==> src/rtl/rocc_mem_pkg.sv <==
// Shared widths, field offsets and helpers for the RoCC memory arbiter.
package rocc_mem_pkg;

  localparam int unsigned MEM_REQ_W  = 124;
  localparam int unsigned MEM_RESP_W = 253;
  localparam int unsigned TAG_W      = 10;
  localparam int unsigned TAG_ID_BIT = 9;

  // Request layout {addr40, tag10, cmd5, typ3, kill, phys, data64}
  localparam int unsigned REQ_DATA_LSB = 0;
  localparam int unsigned REQ_PHYS_BIT = 64;
  localparam int unsigned REQ_KILL_BIT = 65;
  localparam int unsigned REQ_TYP_LSB  = 66;
  localparam int unsigned REQ_CMD_LSB  = 69;
  localparam int unsigned REQ_TAG_LSB  = 74;
  localparam int unsigned REQ_TAG_MSB  = 83;
  localparam int unsigned REQ_ADDR_LSB = 84;
  localparam int unsigned REQ_ADDR_MSB = 123;

  // Response layout {addr40, tag10, cmd5, typ3, data64, nack, replay, has_data,
  //                  bypass64, store64}
  localparam int unsigned RESP_STORE_LSB  = 0;
  localparam int unsigned RESP_BYPASS_LSB = 64;
  localparam int unsigned RESP_HAS_DATA   = 128;
  localparam int unsigned RESP_REPLAY     = 129;
  localparam int unsigned RESP_NACK       = 130;
  localparam int unsigned RESP_DATA_LSB   = 131;
  localparam int unsigned RESP_TYP_LSB    = 195;
  localparam int unsigned RESP_CMD_LSB    = 198;
  localparam int unsigned RESP_TAG_LSB    = 203;
  localparam int unsigned RESP_TAG_MSB    = 212;
  localparam int unsigned RESP_ADDR_LSB   = 213;
  localparam int unsigned RESP_ADDR_MSB   = 252;

  // Absolute bit positions of the requester-id tag bit
  localparam int unsigned REQ_ID_BIT  = REQ_TAG_LSB + TAG_ID_BIT;
  localparam int unsigned RESP_ID_BIT = RESP_TAG_LSB + TAG_ID_BIT;

  typedef logic [MEM_REQ_W-1:0]  mem_req_t;
  typedef logic [MEM_RESP_W-1:0] mem_resp_t;

  // Overwrite the tag id bit of a request with the granted requester id
  function automatic mem_req_t set_req_id(input mem_req_t r, input logic id);
    mem_req_t o;
    o = r;
    o[REQ_ID_BIT] = id;
    return o;
  endfunction

  // Strip the requester id bit so the requester sees its original tag
  function automatic mem_resp_t clr_resp_id(input mem_resp_t r);
    mem_resp_t o;
    o = r;
    o[RESP_ID_BIT] = 1'b0;
    return o;
  endfunction

  // 32-bit saturating increment
  function automatic logic [31:0] sat_inc32(input logic [31:0] v, input logic en);
    if (en && (v != 32'hFFFF_FFFF)) begin
      return v + 32'd1;
    end
    return v;
  endfunction

endpackage

==> src/rtl/rocc_mem_credit.sv <==
// Per-requester outstanding-request counter: full flag gates new grants,
// uflow flags a response arriving while nothing is outstanding.
module rocc_mem_credit #(
  parameter int unsigned  MAX_OUTSTANDING = 8,
  localparam int unsigned CNT_W           = $clog2(MAX_OUTSTANDING + 1)
) (
  input  logic             clk,
  input  logic             rst,
  input  logic             inc,
  input  logic             dec,
  output logic [CNT_W-1:0] cnt,
  output logic             full,
  output logic             uflow
);

  logic [CNT_W-1:0] cnt_q, cnt_d;

  // Next count: inc and dec together cancel; never drop below zero
  always_comb begin
    cnt_d = cnt_q;
    uflow = dec && (cnt_q == '0);
    if (inc && !dec) begin
      cnt_d = cnt_q + CNT_W'(1);
    end else if (!inc && dec && (cnt_q != '0)) begin
      cnt_d = cnt_q - CNT_W'(1);
    end
  end

  // Count register
  always_ff @(posedge clk) begin
    if (rst) begin
      cnt_q <= '0;
    end else begin
      cnt_q <= cnt_d;
    end
  end

  assign cnt  = cnt_q;
  assign full = (cnt_q == CNT_W'(MAX_OUTSTANDING));

endmodule

==> src/rtl/rocc_mem_arbiter.sv <==
// Two-requester round-robin arbiter onto a single RoCC memory port.
// Requests go through a one-entry output register; responses are routed back
// combinationally by tag bit 9. Optional counters under ROCC_MEM_ARB_STATS_EN.
module rocc_mem_arbiter
  import rocc_mem_pkg::*;
#(
  parameter int unsigned  MAX_OUTSTANDING = 8,
  localparam int unsigned CNT_W           = $clog2(MAX_OUTSTANDING + 1)
) (
  input  logic                  clk,
  input  logic                  rst,
  input  logic                  req0_vld,
  output logic                  req0_rdy,
  input  logic [MEM_REQ_W-1:0]  req0,
  output logic                  resp0_vld,
  output logic [MEM_RESP_W-1:0] resp0,
  input  logic                  req1_vld,
  output logic                  req1_rdy,
  input  logic [MEM_REQ_W-1:0]  req1,
  output logic                  resp1_vld,
  output logic [MEM_RESP_W-1:0] resp1,
  output logic                  mem_req_vld,
  input  logic                  mem_req_rdy,
  output logic [MEM_REQ_W-1:0]  mem_req,
  input  logic                  mem_resp_vld,
  input  logic [MEM_RESP_W-1:0] mem_resp,
  output logic                  busy,
  output logic                  err
`ifdef ROCC_MEM_ARB_STATS_EN
  ,
  output logic [31:0]           stat_grant0,
  output logic [31:0]           stat_grant1,
  output logic [31:0]           stat_stall
`endif
);

  logic             vld_q, vld_d;
  mem_req_t         req_q, req_d;
  logic             rr_q, rr_d;
  logic             err_q, err_d;

  logic             load_ok, elig0, elig1, gnt_vld, gnt_id;
  logic             full0, full1, uflow0, uflow1;
  logic             resp_id, dec0, dec1;
  logic [CNT_W-1:0] cnt0, cnt1;

  // Grant selection and output-register next state
  always_comb begin
    load_ok = !vld_q || mem_req_rdy;
    elig0   = req0_vld && !full0;
    elig1   = req1_vld && !full1;
    gnt_vld = load_ok && (elig0 || elig1);
    // rr_q holds the last granted id; on contention the other side wins
    if (elig0 && elig1) begin
      gnt_id = ~rr_q;
    end else begin
      gnt_id = elig1;
    end
    vld_d = vld_q;
    req_d = req_q;
    rr_d  = rr_q;
    if (gnt_vld) begin
      vld_d = 1'b1;
      req_d = set_req_id(gnt_id ? req1 : req0, gnt_id);
      rr_d  = gnt_id;
    end else if (mem_req_rdy) begin
      vld_d = 1'b0;
    end
  end

  assign req0_rdy = gnt_vld && !gnt_id;
  assign req1_rdy = gnt_vld && gnt_id;

  // Output register and round-robin pointer
  always_ff @(posedge clk) begin
    if (rst) begin
      vld_q <= 1'b0;
      req_q <= '0;
      rr_q  <= 1'b1;
    end else begin
      vld_q <= vld_d;
      req_q <= req_d;
      rr_q  <= rr_d;
    end
  end

  assign mem_req_vld = vld_q;
  assign mem_req     = req_q;

  // Response routing by the id bit the arbiter inserted
  always_comb begin
    resp_id   = mem_resp[RESP_ID_BIT];
    dec0      = mem_resp_vld && !resp_id;
    dec1      = mem_resp_vld && resp_id;
    resp0_vld = dec0;
    resp1_vld = dec1;
    resp0     = clr_resp_id(mem_resp);
    resp1     = clr_resp_id(mem_resp);
  end

  rocc_mem_credit #(
    .MAX_OUTSTANDING(MAX_OUTSTANDING)
  ) u_credit0 (
    .clk  (clk),
    .rst  (rst),
    .inc  (req0_rdy),
    .dec  (dec0),
    .cnt  (cnt0),
    .full (full0),
    .uflow(uflow0)
  );

  rocc_mem_credit #(
    .MAX_OUTSTANDING(MAX_OUTSTANDING)
  ) u_credit1 (
    .clk  (clk),
    .rst  (rst),
    .inc  (req1_rdy),
    .dec  (dec1),
    .cnt  (cnt1),
    .full (full1),
    .uflow(uflow1)
  );

  // Sticky error on any orphan response
  always_comb begin
    err_d = err_q || uflow0 || uflow1;
  end

  // Error flag register
  always_ff @(posedge clk) begin
    if (rst) begin
      err_q <= 1'b0;
    end else begin
      err_q <= err_d;
    end
  end

  assign err  = err_q;
  assign busy = vld_q || (cnt0 != '0) || (cnt1 != '0);

`ifdef ROCC_MEM_ARB_STATS_EN
  logic [31:0] g0_q, g1_q, st_q;

  // Saturating grant and stall counters
  always_ff @(posedge clk) begin
    if (rst) begin
      g0_q <= '0;
      g1_q <= '0;
      st_q <= '0;
    end else begin
      g0_q <= sat_inc32(g0_q, req0_rdy);
      g1_q <= sat_inc32(g1_q, req1_rdy);
      st_q <= sat_inc32(st_q, vld_q && !mem_req_rdy);
    end
  end

  assign stat_grant0 = g0_q;
  assign stat_grant1 = g1_q;
  assign stat_stall  = st_q;
`endif

endmodule

==> config.mk <==
export PLATFORM = sky130hd
export DESIGN_NAME = rocc_mem_arbiter
export DESIGN_NICKNAME = d
export VERILOG_FILES = /design/src/rtl/rocc_mem_pkg.sv /design/src/rtl/rocc_mem_credit.sv /design/src/rtl/rocc_mem_arbiter.sv
export SDC_FILE = /design/constraint.sdc
export NUM_CORES = 1
export LEC_CHECK = 0
export BUFFER_PORTS_ARGS = -buffer_cell sky130_fd_sc_hd__buf_2
export CORE_AREA = 2 2 447 449
export CTS_CLUSTER_DIAMETER = 200
export DETAILED_ROUTE_END_ITERATION = 7
export DIE_AREA = 0 0 449 451
export SYNTH_ARGS = -nofsm -noshare
export SYNTH_HDL_FRONTEND = slang
export SYNTH_SLANG_ARGS = --single-unit
==> constraint.sdc <==
create_clock -name clk -period 4.6 [get_ports clk]
set_clock_uncertainty 0.2 [all_clocks]
set_input_delay 0.46 -clock clk [delete_from_list [all_inputs] [get_ports clk]]
set_output_delay 0.46 -clock clk [all_outputs]
set_load 0.02 [all_outputs]
==> metrics.txt, run 1 <==
Setup TNS 0 ns; Top FF cell, synth dfxtp_1; Worst Hold Class in2reg; Peak VDD IR 264 uV; drt total wl between 80 and 90 mm; Routed Antenna Nets 0; RSZ-0062 raised after global routing false; Worst Slack Setup Final approximately 0.97 ns; dpl cells between 3k and 4k; DRC Markers 0; delay-heaviest family, CP simple AND/OR/NAND/NOR gates; Post-CTS Hold Fix Bufs 0; PD cells 369 nW/um^2; vias in the first global route 6349; Sink Count ~140; CTS Root Cell clkbuf_16; non-filler cells, final roughly 3.5k; synthesis-stage register bit count 135; Critical Path Sink Type output port; dpl ws 1.12 ns; critical path peak fanout 126; period utilisation layout 79.0%; Clk Latency, worst-skew pair 0.48 ns; post-synthesis cell count 1019; Die H 451 um; P_leak 0.00433 uW; # IOs 1144; Avg Inst Size Synth 9.25 sq um; Pre-antenna DRT Iters 5; CP Data Required Time 3.94 ns; Num CTS Buffers 17; Post-DP HPWL between 70 and 80 mm; critical path class reg2out; layout cells sized above 1 48.6%; first-pass GRT wire length 96.0 mm; most instantiated cells after synthesis buf_4, a22o_1, dfxtp_1; Finish-stage setup viols 0; CP Cell Sequence or4b_1, a311oi_4, buf_12, and2_1, buf_2; proportion of netlist area held by the largest area contributor 40.3%; CP startpoint kind flip-flop; GRT Residual Overflow 0; GRT Total Usage 7.82%; die area 202000 sq um; FF-to-FF Start u_credit1.cnt[0]; DR WL/cell ~23 um; crit path DAT 2.97 ns; status finished clean; hold_sp mem_resp_vld; ys async rst share 0%; worst setup path start u_credit0.cnt[0]; Worst-Margin Slew 0.824 ns; Via-to-Cell Ratio 1.99; area delta synth->final 20.8%; Slew headroom around 44%; DRT iter0 DRCs roughly 630; clk buf depth 2; cell taking the most area after synthesis buf_4; most numerous cell in the Yosys netlist buf_4; # rows 164; # Post-CTS Setup Buffers 0; gpl congestion 0.836; Post-CTS Resized 0; Clock Pin Slew Worst Setup and Hold Paths ~0.060 ns; Fmax achieved roughly 280 MHz; largest net degree at the start of global routing between 100 and 150; IO buf count roughly 380; MaxCap Viol Count 0; via count about 7.0k; top cells by area, synth buf_4, dfxtp_1, a22o_1, clkbuf_1, buf_2; Reg2Reg Setup Slack 1.17 ns; placeable core region 198000 sq um; min Tclk post-route 3.63 ns; count of final max-slew check failures 0; Synth warnings 0; Synth cell types 37; CP max-delay cell or4b_1; Final #Nets 1383; slowest stage delay, CP approximately 0.63 ns; Starting Density 4.75%; H-tree depth 4; Post-Syn Area about 9400 sq um; Seq/Total Area, Yosys ~29%; initial antenna violation count 14; Buf+Inv Stages, Crit Path 2; number of flops mapped to enable cells by yosys 0; Die W approximately 450 um; final hold viol count 0; CTS tree yes
stage by stage:
stage	hold WS [ns]	instance area (sq um)	utilization [%]	total power, uW
floorplan	0.303	9430	-	2840
global placement	0.257	10800	5.43	2700
detailed placement	0.259	10800	5.43	2720
CTS	0.0130	11400	5.74	4320
global route	0.0436	11400	5.74	4430
finish	0.0887	11400	5.74	4200
report_power, final:
group,internal [uW],switching [uW],leakage [uW]
clock,865,656,0.000296
combinational,510,729,0.00292
sequential,1340,103,0.00111
total,2710,1490,0.00433
kinds of logic after synthesis:
family / after synthesis / share of synthesized area [%]
buffers and inverters: 565 / 43.0
AO/OA/AOI/OAI: 268 / 24.5
flip-flops: 135 / 28.7
AND/OR/NAND/NOR: 38 / 2.26
adder cells (fa/ha/maj): 6 / 0.956
multiplexers: 4 / 0.451
XOR/XNOR: 2 / 0.186
other: 1 / 0.0398
placed cells by master (no fill, tap or decap), types with 3 or more instances in the layout:
| cell | instances |
|---|---|
| o21ai_0 | 6 |
| buf_4 | 6 |
| nor2b_1 | 4 |
| inv_6 | 3 |
| buf_12 | 3 |
| nor3b_1 | 3 |
| dfxtp_1 | 135 |
| a22o_1 | 246 |
| a21oi_1 | 8 |
| bufinv_16 | 3 |
| inv_8 | 3 |
| clkbuf_16 | 17 |
| clkinv_4 | 3 |
| nor2_4 | 3 |
| ha_1 | 4 |
| nor2_1 | 5 |
| buf_2 | 383 |
| inv_1 | 4 |
| nand2_1 | 3 |
| nor3_1 | 8 |
final timing paths:
check                     endpoint  cells after the start
setup / recovery          req1_rdy                      5
setup reg to reg  u_credit0.cnt[3]                     10
hold / removal                 err                      3
hold reg to reg         mem_req[1]                      1
flip-flops by register name, indices dropped and copies added, names as in the netlist:
register / cells
mem_req: 124
u_credit1.cnt: 4
mem_req_vld: 1
rr_q: 1
u_credit0.cnt: 4
err: 1
per-layer routing:
metal | GRT usage (%) | vias up | wire (um)
li1 | - | 2777 | -
met1 | 4.02 | 3204 | 14800
met2 | 13.1 | 857 | 40400
met3 | 9.77 | 189 | 21800
met4 | 5.07 | 12 | 5330
met5 | 0.829 | - | 371
cell type report:
class	instances	area, sq um
tap	2656	3320
clock inverter	14	191
fill	23400	187000
antenna	2	5.00
multi-input combinational	320	2700
timing repair buffer	392	2020
clock buffer	17	425
sequential	135	2700
inverter	4	15.0
worst reg2reg max path: stages (launching register included):
cell and delay, ns:
dfxtp_1 0.37, nor4b_1 0.76, nor3_1 0.26, nor3_1 0.24, buf_4 0.17, inv_1 0.09, ha_1 0.31, a21o_1 0.18
a21oi_1 0.17, mux2i_1 0.23, mux2_2 0.35
Power figures use the tool's default switching activity.
==> run 2: changes to the inputs <==
==> constraint.sdc (replaced) <==
create_clock -name clk -period 3.65 [get_ports clk]
set_clock_uncertainty 0.2 [all_clocks]
set_input_delay 0.365 -clock clk [delete_from_list [all_inputs] [get_ports clk]]
set_output_delay 0.365 -clock clk [all_outputs]
set_load 0.02 [all_outputs]
==> run 2 against run 1 <==
  * Clock power increased by 27%
  * Worst hold slack got worse by 0.016 ns
  * Routed wire length up 5.2%
  * Flip-flop and latch count unchanged
  * Sequential power rose by 26%
  * Global-route usage rose by 0.39 points
  * Non-clock buffer count grew 223
  * Cell count increased by 6.6%
  * Via count grew 17%
==> metrics.txt, run 2 (same netlist as run 1, synthesis figures left out) <==
status finished clean; drt total wl slightly below 90 mm; Final #Nets 1606; Sink Count 135; Reg2Reg Setup Slack 0.15 ns; Finish-stage setup viols 0; # rows ~160; Starting Density 4.75%; first-pass GRT wire length around 100 mm; Post-DP HPWL between 70 and 80 mm; Setup TNS 0 ns; largest net degree at the start of global routing 71; MaxCap Viol Count 0; Fmax achieved 286 MHz; DR WL/cell 23.1 um; count of final max-slew check failures 0; utilization after layout 6.89%; H-tree depth 4; CP startpoint kind flip-flop; clk buf depth 2; via count 8225; most common cell after layout, fill and taps aside buf_2; Buf+Inv Stages, Crit Path 1; final hold viol count 0; delay-heaviest family, CP simple AND/OR/NAND/NOR gates; sequential standard cell area 2700 sq um; Worst-Margin Slew a little under 0.9 ns; Clk Latency, worst-skew pair 0.48 ns; capture point of the worst path u_credit1.cnt[3]; CP max-delay cell or4b_1; area of the multi-input gates roughly 2700 sq um; FF-to-FF End u_credit1.cnt[3]; Routed Antenna Nets 0; Pre-antenna DRT Iters 5; Die W around 450 um; slowest stage delay, CP between 0.6 and 0.7 ns; DRC Markers 0; critical path class reg2reg; min Tclk post-route 3.50 ns; FF-to-FF Start u_credit0.cnt[0]; Critical Path Stages 9; worst setup path start u_credit0.cnt[0]; filler cell count 23.2k; Peak VDD IR 350 uV; layout cells sized above 1 between 30% and 40%; GRT met3 Usage under 10%; initial antenna violation count 13; critical path peak fanout 6; max reg flops 124; most frequent cells in the layout buf_2, a22o_1, dlygate4sd3_1, dfxtp_1, clkbuf_16; period utilisation layout 95.8%; R2R depth 9; PD cells 420 nW/um^2; GRT Total Usage a little over 8%; CTS tree yes; CTS Root Cell clkbuf_16; vias in the first global route 7850; dpl ws 0.257 ns; Via-to-Cell Ratio roughly 2.2; IO buf count 383; Slew headroom 41.8%; CP Cell Sequence or4b_1, a311oi_4, and3_1, inv_1, ha_1, a21o_1, a21oi_1, mux2i_1, mux2_1; # IOs ~1.1k; die area just over 200000 sq um; P_leak around 0.0054 uW; area delta synth->final 44.9%; Clock Pin Slew Worst Setup and Hold Paths 0.08 ns; gpl congestion approximately 0.82; crit path DAT between 3 and 4 ns; Die H roughly 450 um; busiest layer in global routing met2; GRT Residual Overflow 0; placeable core region about 200000 sq um; DRT iter0 DRCs 679; GR Util met1 between 4 and 5%; M2 GR Usage between 10 and 15%; Worst Hold Class in2reg; Num CTS Buffers 17; Critical Path Sink Type flip-flop; CP Data Required Time 3.82 ns; Worst Slack Setup Final 0.155 ns
run 2: power breakdown:
group / switching, uW / leakage [uW] / total [uW] / internal [uW]
combinational: 1020 / 0.00396 / 1990 / 975
sequential: 133 / 0.00111 / 1820 / 1680
clock: 884 / 0.000299 / 1930 / 1050
total: 2030 / 0.00537 / 5740 / 3700
run 2: repair_timing:
action,in CTS,in global routing
setup buffers,0,0
gates cloned,1,0
setup endpoints to repair,1,1
pin swaps,0,0
hold buffers,221,0
hold endpoints to repair,119,0
resized for setup,0,1
run 2: per-stage QoR:
stage | instance area [sq um] | total power, uW | cells | hold slack, ns
after CTS | 13600 | 5830 | 3762 | 0.0000455
final | 13700 | 5740 | 3774 | 0.0725
after detailed placement | 10800 | 3420 | 3508 | 0.256
after floorplan | 9430 | 3580 | 1020 | 0.303
after global placement | 10800 | 3400 | 3508 | 0.257
after global routing | 13700 | 6030 | 3772 | 0.0234
run 2: worst register-to-register path, cell delays in order (launching register included):
cell	delay (ns)
dfxtp_1	0.37
or4b_1	0.65
a311oi_4	0.44
and3_1	0.33
inv_1	0.15
ha_1	0.29
a21o_1	0.19
a21oi_1	0.21
mux2i_1	0.23
mux2_1	0.33
run 2: cell type report:
class                      instances  share of cell area [%]
timing repair buffer             615                    31.2
multi-input combinational        320                    19.8
inverter                           4                   0.110
clock inverter                    15                    1.42
antenna                           12                   0.220
clock buffer                      17                    3.11
tap                             2656                    24.3
sequential                       135                    19.8
run 2: worst min-delay path by stage:
stage / start / end / slack, ns / depth (start not counted)
global placement: mem_req[6] / mem_req[6] / 0.26 / 1
global route: req0[104] / mem_req[104] / 0.02 / 3
finish: req0[104] / mem_req[104] / 0.07 / 3
CTS: req1[102] / mem_req[102] / 0.00005 / 3
detailed placement: mem_req[63] / mem_req[63] / 0.26 / 1
floorplan: u_credit0.cnt[1] / u_credit0.cnt[1] / 0.30 / 2
run 2: metal layers:
metal / vias up / wire length [um]
li1: 3234 / -
met1: 3758 / 15200
met2: 1015 / 43200
met3: 206 / 22100
met4: 12 / 6020
met5: - / 525
